`config.mk`:
```
export PLATFORM = sky130hd
export DESIGN_NAME = rob_ctrl
export DESIGN_NICKNAME = d
export VERILOG_FILES = /design/src/rtl/rob_ctrl.sv
export SDC_FILE = /design/constraint.sdc
export NUM_CORES = 2
export LEC_CHECK = 0
export CAP_MARGIN = 5
export CORE_MARGIN = 3
export CORE_UTILIZATION = 54
export CTS_CLUSTER_SIZE = 28
export DETAILED_ROUTE_END_ITERATION = 10
export PLACE_DENSITY = 0.77
export SLEW_MARGIN = 0
export SYNTH_ARGS = -nofsm -noshare
export SYNTH_HDL_FRONTEND = slang
export SYNTH_SLANG_ARGS = --single-unit
```
`constraint.sdc`:
```
create_clock -name clk -period 5.2 [get_ports clk]
set_clock_uncertainty 0.05 [all_clocks]
set_input_delay 0.52 -clock clk [delete_from_list [all_inputs] [get_ports clk]]
set_output_delay 0.52 -clock clk [all_outputs]
set_load 0.01 [all_outputs]
```
`src/rtl/rob_ctrl.sv`:
```
// rob_ctrl: reorder-buffer controller for the out-of-order RV32I core.
// Allocates entries in program order, captures CDB results, and retires the
// head entry in order to the register-file commit port.
// Optional feature macro: ROB_COMMIT_BYPASS_EN. When it is defined, a CDB hit
// on the not-done head entry is committed in the same cycle.
module rob_ctrl #(
    parameter int unsigned ROB_DEPTH = 16,
    parameter int unsigned TAG_W     = $clog2(ROB_DEPTH)
) (
    input  logic             clk,
    input  logic             rst_n,
    // Dispatch / allocate
    input  logic             alloc_valid,
    output logic             alloc_ready,
    input  logic [6:0]       alloc_op,
    input  logic [4:0]       alloc_rd,
    input  logic             alloc_done,
    output logic [TAG_W-1:0] alloc_tag,
    // Common data bus
    input  logic             cdb_valid,
    input  logic [TAG_W-1:0] cdb_tag,
    input  logic [31:0]      cdb_value,
    // Commit
    output logic             commit_valid,
    input  logic             commit_ready,
    output logic [6:0]       commit_op,
    output logic [4:0]       commit_rd,
    output logic [31:0]      commit_value,
    output logic [TAG_W-1:0] commit_tag,
    // Control / status
    input  logic             flush,
    output logic [TAG_W:0]   count,
    output logic             full,
    output logic             empty
);

    localparam logic [TAG_W:0] PtrOne = {{TAG_W{1'b0}}, 1'b1};

    // Pointers carry an extra wrap bit above the index.
    logic [TAG_W:0]     head_q, head_d;
    logic [TAG_W:0]     tail_q, tail_d;
    logic [TAG_W-1:0]   head_idx;
    logic [TAG_W-1:0]   tail_idx;

    // Per-entry state.
    logic [ROB_DEPTH-1:0] valid_q, valid_d;
    logic [ROB_DEPTH-1:0] done_q, done_d;
    logic [6:0]           op_q    [ROB_DEPTH];
    logic [4:0]           rd_q    [ROB_DEPTH];
    logic [31:0]          value_q [ROB_DEPTH];

    logic alloc_fire;
    logic cdb_hit;
    logic bypass_hit;
    logic commit_fire;
    logic head_done;

    assign head_idx = head_q[TAG_W-1:0];
    assign tail_idx = tail_q[TAG_W-1:0];

    // Occupancy status derived from the wrap-bit pointers.
    always_comb begin
        empty = (head_q == tail_q);
        full  = (head_idx == tail_idx) && (head_q[TAG_W] != tail_q[TAG_W]);
        count = tail_q - head_q;
    end

    // Allocation handshake; a same-cycle commit does not free a slot here.
    always_comb begin
        alloc_ready = !full;
        alloc_tag   = tail_idx;
        alloc_fire  = alloc_valid && alloc_ready;
    end

    // CDB capture: only live, still-pending entries, never the slot being allocated.
    always_comb begin
        cdb_hit = cdb_valid && valid_q[cdb_tag] && !done_q[cdb_tag]
                  && !(alloc_fire && (cdb_tag == tail_idx));
    end

`ifdef ROB_COMMIT_BYPASS_EN
    // Head bypass: a CDB hit on the pending head is presented for commit at once.
    always_comb begin
        bypass_hit = cdb_valid && !empty && (cdb_tag == head_idx)
                     && valid_q[head_idx] && !done_q[head_idx];
    end
`else
    // No bypass: commit sees only registered done/value.
    always_comb begin
        bypass_hit = 1'b0;
    end
`endif

    // Commit port is driven straight from the head entry; flush masks valid.
    always_comb begin
        head_done    = done_q[head_idx];
        commit_valid = !flush && !empty && (head_done || bypass_hit);
        commit_op    = op_q[head_idx];
        commit_rd    = rd_q[head_idx];
        commit_value = bypass_hit ? cdb_value : value_q[head_idx];
        commit_tag   = head_idx;
        commit_fire  = commit_valid && commit_ready;
    end

    // Pointer next state; flush returns both pointers to zero.
    always_comb begin
        head_d = head_q;
        tail_d = tail_q;
        if (flush) begin
            head_d = '0;
            tail_d = '0;
        end else begin
            if (alloc_fire) begin
                tail_d = tail_q + PtrOne;
            end
            if (commit_fire) begin
                head_d = head_q + PtrOne;
            end
        end
    end

    // Valid/done next state. Commit clears last so a bypassed, accepted head
    // does not leave a stale done bit behind.
    always_comb begin
        valid_d = valid_q;
        done_d  = done_q;
        if (flush) begin
            valid_d = '0;
            done_d  = '0;
        end else begin
            if (alloc_fire) begin
                valid_d[tail_idx] = 1'b1;
                done_d[tail_idx]  = alloc_done;
            end
            if (cdb_hit) begin
                done_d[cdb_tag] = 1'b1;
            end
            if (commit_fire) begin
                valid_d[head_idx] = 1'b0;
                done_d[head_idx]  = 1'b0;
            end
        end
    end

    // Pointer and status-bit registers.
    always_ff @(posedge clk or negedge rst_n) begin
        if (!rst_n) begin
            head_q  <= '0;
            tail_q  <= '0;
            valid_q <= '0;
            done_q  <= '0;
        end else begin
            head_q  <= head_d;
            tail_q  <= tail_d;
            valid_q <= valid_d;
            done_q  <= done_d;
        end
    end

    // Entry payload storage; alloc and CDB never target the same slot in a cycle.
    always_ff @(posedge clk or negedge rst_n) begin
        if (!rst_n) begin
            for (int unsigned i = 0; i < ROB_DEPTH; i++) begin
                op_q[i]    <= '0;
                rd_q[i]    <= '0;
                value_q[i] <= '0;
            end
        end else if (!flush) begin
            if (alloc_fire) begin
                op_q[tail_idx]    <= alloc_op;
                rd_q[tail_idx]    <= alloc_rd;
                value_q[tail_idx] <= '0;
            end
            if (cdb_hit) begin
                value_q[cdb_tag] <= cdb_value;
            end
        end
    end

endmodule

```
==> Word level (Yosys, flattened, before mapping) <==
Index checks and enable logic that the tools add are counted.
{ "totals": {"wordCells": 153, "output_inout_bits": 61, "latchBits": 0, "mem_bits_ro": 0, "ram_bits": 0, "n_memories": 0, "register_bits": 746} }
{ "op_classes": {"mux": 50, "div": 0, "order_cmp": 11, "n_reduce_logical": 22, "n_bitwise": 11, "addsub": 3, "mul": 0, "eq_ne": 4, "shift": 0} }
{ "ops": {"columns": ["operator", "n"], "rows": [
  ["$mux W512", 3],
  ["$and A512 B512 Y512", 1],
  ["$bwmux W512", 1],
  ["$not A512 Y512", 1],
  ["$demux W32 S4", 2],
  ["$mux W16", 10],
  ["$bmux W32 S4", 1],
  ["$mux W32", 4],
  ["$bwmux W112", 1],
  ["$bwmux W80", 1],
  ["$mux W5", 7],
  ["$and A16 B16 Y16", 2],
  ["$or A16 B16 Y16", 2],
  ["$bmux W7 S4", 1],
  ["$demux W7 S4", 1],
  ["$mux W7", 3],
  ["$bmux W5 S4", 1],
  ["$demux W5 S4", 1],
  ["$bwmux W16", 1],
  ["$not A16 Y16", 1],
  ["$ge A5 B5 Y1 const B", 3],
  ["$lt A4 B5 Y1 const B", 3],
  ["$not A4 Y5", 3],
  ["$logic_and A1 B1 Y1", 14],
  ["other kinds (14)", 33]
]} }

==> Longest topological paths before layout <==
{ "depth": {"ltp_word": 13, "mapped_depth": 14, "ltp_nobuf": 7} }

==> Worst setup path before layout <==
Ideal clock, no wire load.
{ "synth_timing": {"kind": "reg-to-reg", "start": "register head_q[3]", "end": "register op_q[70] in the netlist's numbering", "arrival_time_ps": 3698, "path_slack_ps": 1328, "period_less_slack_ps": 3872, "path_stages_with_launch": 13, "setup_ps": 125, "t_required_ps": 5025, "path_cell_list": "dfrtp_1 clkbuf_1 inv_1 clkbuf_1 buf_1 ha_1 and4_1 buf_2 a211oi_2 nand2_1 nor2_1 buf_2 mux2_2"} }
{ "synth_via": {"elab_chain_len": 5} }
{ "synth_lines": {"columns": ["element", "line_no", "rtl"], "rows": [
  ["from (decl)", "40", "logic [TAG_W:0] head_q, head_d;"],
  ["from (signal assigned)", "148", "head_q <= '0;"],
  ["from (signal assigned)", "153", "head_q <= head_d;"],
  ["$eq A4 B4 Y1", "64", "full = (head_idx == tail_idx) && (head_q[TAG_W] != tail_q[TAG_W]);"],
  ["$logic_and A1 B1 Y1", "64", null],
  ["$logic_not A1 Y1", "70", "alloc_ready = !full;"],
  ["$logic_and A1 B1 Y1", "72", "alloc_fire = alloc_valid && alloc_ready;"],
  ["$reduce_and A2 Y1 (no source line)", null, null],
  ["to (signal, indexed assignment)", "170", "op_q[tail_idx] <= alloc_op;"],
  ["to (decl)", "48", "logic [6:0] op_q [ROB_DEPTH];"]
]} }
No other way between the ends.
A chain may end at the register's enable or synchronous reset.

==> Worst setup path after layout <==
{ "layout_timing": {"start": "register head_q[3]", "end": "register value_q[82] in the netlist's numbering"} }
{ "layout_via": {"elab_chain_len": 8} }
{ "layout_lines": {"columns": ["element", "line_no", "rtl"], "rows": [
  ["$eq A4 B4 Y1 *", "64", null],
  ["$logic_and A1 B1 Y1 *", "64", null],
  ["$logic_not A1 Y1 *", "70", null],
  ["$logic_and A1 B1 Y1 *", "72", null],
  ["$mux W512 or $logic_and A1 B1 Y1 (tied branches)", "169, 78", null],
  ["$mux W512 or $logic_not A1 Y1 (tied branches)", "168, 78", null],
  ["$bwmux W512 or $logic_and A1 B1 Y1 (tied branches)", "175, 78", null],
  ["$mux W512 *", "174", "if (cdb_hit) begin"],
  ["to (signal, indexed assignment)", "175", "value_q[cdb_tag] <= cdb_value;"],
  ["to (decl)", "50", "logic [31:0] value_q [ROB_DEPTH];"]
]} }
Mark *: on every way between the ends. The rest lies on a longest branch, timed or not. The select of a mux whose other input is x is not followed.

==> results.txt <==
The flow ran to the end, but the final reports show violations. The checks that failed: negative hold slack. For the total DRC errors in the routed layout, the log shows 0. Once the clock tree was built, the setup fixing pass inserted 0 buffers.

The global-route wire length before repair was 158,300 microns. The max-slew violation count is 0. The layer flagged by global routing as most heavily used is met2. The critical path is of the flip-flop to flip-flop type. The transition time at the pin with the least slew margin came out at 1.127 ns. The run gives 5.71 ns as the required time of the worst setup path.

Detailed routing inserted a total of 25,230 vias. The via count of the first global-routing pass is 26,920, and the post-synthesis register bit count is 746. The ratio of total power to cell area is 329.4 nW/um^2. After routing, the total negative slack on setup checks comes to 0 ns. The die boundary height was 263.9 microns. For the initial detailed-routing violation count, the log shows 2,763. On the critical path, the stage with the largest delay is an instance of sky130_fd_sc_hd__a31oi_4. For the sequential share of the synthesized area, the log shows 0.5198.

The signal on the critical path passes through inv_4, ha_1, and4_1, a21boi_4, a21oi_4, buf_4, a31oi_4, buf_4, o2bb2ai_1. The number of nets with antenna violations after detailed routing is 0. The total of endpoints with negative setup slack in the final report is 0, and the insertion delay to the later sink of the worst-skew pair is 0.64 ns. Along the worst path, the maximum fanout reaches 44.

Summed over all layers, the routed wires come to 101,000 microns. The starting utilization of the core area was 0.5511. On the worst path, the slowest cell contributes a delay of 0.79 ns. The clock root buffer was sky130_fd_sc_hd__clkbuf_16. Setup slack on the critical path of the routed design comes to 1.017 ns. The worst setup path is captured at a flip-flop. After floorplanning, the core was divided into 93 placement rows.

The tools report the startpoint kind of the worst setup timing path as a flip-flop. The total core area was 65,160 sq um. The count of port buffers added during placement was 115. The static power due to leakage came out at 17.88 nW. The number of antenna violations at the first check in global routing was 4. The final period utilization is 0.8045. Compared with the post-synthesis result, the final layout area differs by 12.11%. The tools report the worst slack on hold paths as -0.06978 ns. The tools report the net count of the finished layout as 2,960. Setup repair after global routing left no endpoint under its margin. Yosys printed 0 warnings. The fraction of met2 tracks used by global routing came out at 0.4796. The mean instance size in the synthesized netlist is 12.34 sq um, and the met3 usage in global routing is 0.06240. For the met1 track utilization from global routing, the log shows 0.3725.

Global route total overflow: 0. The maximum clock frequency came out at 239.0 MHz. Counting along the longest clock path gives a buffer depth of 3. The worst path needs 4.183 ns of the cycle, external delays included. Post-CTS repair changed the size of 0 cells. Count of final hold-check violations: 34.

The congestion estimate from routability-driven global placement came to 0.8574. Predominant post-synthesis flop cell: sky130_fd_sc_hd__dfrtp_1. The number of flops mapped to enable cells by yosys works out to 0. TritonCTS built the clock tree.

Clock-pin slew was measured on the worst setup and hold paths at 0.06 ns. The logs give 4.69 ns for the data arrival at the endpoint of the critical path and 1.02 ns for the worst reg-to-reg setup slack. The instance count of the mapped netlist was 2,910.

The overall power of the completed layout is 0.01326 W. The die width was 263.9 microns. The number of nets in the synthesized netlist is 2,978. The total routing resource utilization after global routing is 0.2919. By instance count, the cell type seen most on the critical path is sky130_fd_sc_hd__buf_4. The first TritonRoute pass finished after 6 iterations.

VDD sags by at most 0.2718 mV. The detailed-placement wirelength estimate was 58,180 microns; the area of the mapped netlist was 35,910 sq um. The tools report the number of placed I/O pins as 116. Clock tree synthesis inserted a total of 79 buffers. The per-cell via count in the routed design is 6.624.

The full die area is 69,630 sq um. The ratio of cells with drive above 1 in the final layout was 0.2219; the async set or reset register ratio after synthesis was 1.000. The type of the worst min-delay path was input port to async pin.

The max-slew headroom at the worst pin is 0.2444. The count of hold buffers inserted by post-cts repair came out at 0. The tools report the pre-CTS setup slack as 0.7293 ns.

Max-cap violations in this run came to 0. In the final routed layout, each cell accounts on average for 26.50 microns. CTS built an H-tree with a depth of 3. Entering global routing, the biggest net connects 131 pins.

The tools report the unique cell type count in the Yosys netlist as 61. The tree built by TritonCTS fans out to 746 sinks.
-- worst paths after layout --
check                        startpoint            to  depth (start not counted)
setup / recovery              head_q[3]   value_q[82]                          9
hold / removal                    rst_n  value_q[135]                          1
setup reg to reg              head_q[3]   value_q[82]                          9
hold reg to reg            value_q[120]  value_q[120]                          1
max in group asynchronous         rst_n  value_q[473]                          2
min in group clk                  flush     tail_q[2]                          2
-- sequential cells by signal, indices dropped and copies added (netlist names) --
register	count
value_q	512
op_q	112
rd_q	80
done_q	16
valid_q	16
head_q	5
tail_q	5
-- worst max-delay path, delay by kind of cell (launching register included) --
family                   cells  cell delay (ns)
AND/OR/NAND/NOR              1             0.33
flip-flops                   1             0.63
adder cells (fa/ha/maj)      1             0.39
AO/OA/AOI/OAI                4             1.72
buffers and inverters        3             0.92
-- synthesized netlist by cell type (all sizes together) (7+ instances only) --
master	number	share of area
and3	8	0.0014
mux2i	177	0.049
mux2	195	0.061
o21ai	193	0.027
nand2	638	0.067
dfrtp	746	0.52
ha	12	0.0042
nand3	15	0.0022
nor2	24	0.0025
and2	8	0.0014
nor2b	7	0.0012
clkbuf	179	0.019
a21oi	56	0.0081
inv	48	0.0050
mux4	233	0.15
a22o	32	0.0078
a2111oi	8	0.0054
nand4	10	0.0017
a221oi	11	0.0027
xnor2	8	0.0020
buf	95	0.015
nor3	10	0.0014
xor2	7	0.0022
o2bb2ai	95	0.023
a221o	32	0.0089
a211oi	14	0.0034
-- per-layer routing --
layer | part of all wire | vias to the layer above
met5 | 0 | -
met4 | 0.047 | 0
met3 | 0.080 | 316
met2 | 0.49 | 1323
met1 | 0.38 | 13150
li1 | - | 10450
-- final cells by class --
class	count	area, sq um
Clock inverter	26	325.3
Antenna cell	2	5.005
Tap cell	855	1070
Multi-Input combinational cell	1842	15960
Timing Repair Buffer	175	1717
Fill cell	4758	24900
Inverter	48	182.7
Clock buffer	115	2326
Sequential cell	746	18680
-- cell usage in the layout, fill, tap and decap left out, drive strengths merged, types with 6 or more instances in the layout --
cell type	netlist	final
dfrtp	746	746
nand2	638	638
mux4	233	233
mux2	195	195
o21ai	193	193
mux2i	177	177
clkbuf	179	115
clkdlybuf4s50	0	113
o2bb2ai	95	95
buf	95	62
a21oi	56	56
inv	48	49
a221o	32	32
a22o	32	32
nor2	24	24
clkinv	0	17
nand3	15	15
a211oi	14	14
ha	12	12
a221oi	11	11
nand4	10	10
nor3	10	10
xnor2	8	8
and2	8	8
and3	8	8
a2111oi	8	8
nor2b	7	7
xor2	7	7
a21boi	6	6
-- cells by family after synthesis --
logic type               share of synthesized area
adder cells (fa/ha/maj)                   0.004738
XOR/XNOR                                  0.004181
AND/OR/NAND/NOR                            0.08254
multiplexers                                0.2566
buffers and inverters                      0.03871
AO/OA/AOI/OAI                              0.09338
flip-flops                                  0.5198
-- through the flow --
stage | hold slack [ns] | instance area [sq um] | cells | util
final | -0.06978 | 40260 | 3809 | 0.6178
after global routing | 0.03117 | 40260 | 3809 | 0.6178
after CTS | 0.001575 | 40250 | 3807 | 0.6177
after detailed placement | 0.4192 | 37600 | 3666 | 0.5771
after global placement | 0.4145 | 37600 | 3666 | 0.5771
after floorplan | 0.1744 | 35910 | 2910 | -
-- power breakdown --
part	leakage [nW]	switching, W	internal [W]	total, W
sequential	10.1	0.000204	0.00616	0.00636
clock	1.30	0.00238	0.00337	0.00575
combinational	6.52	0.000599	0.000550	0.00115
(Power assumes the default switching activity.)
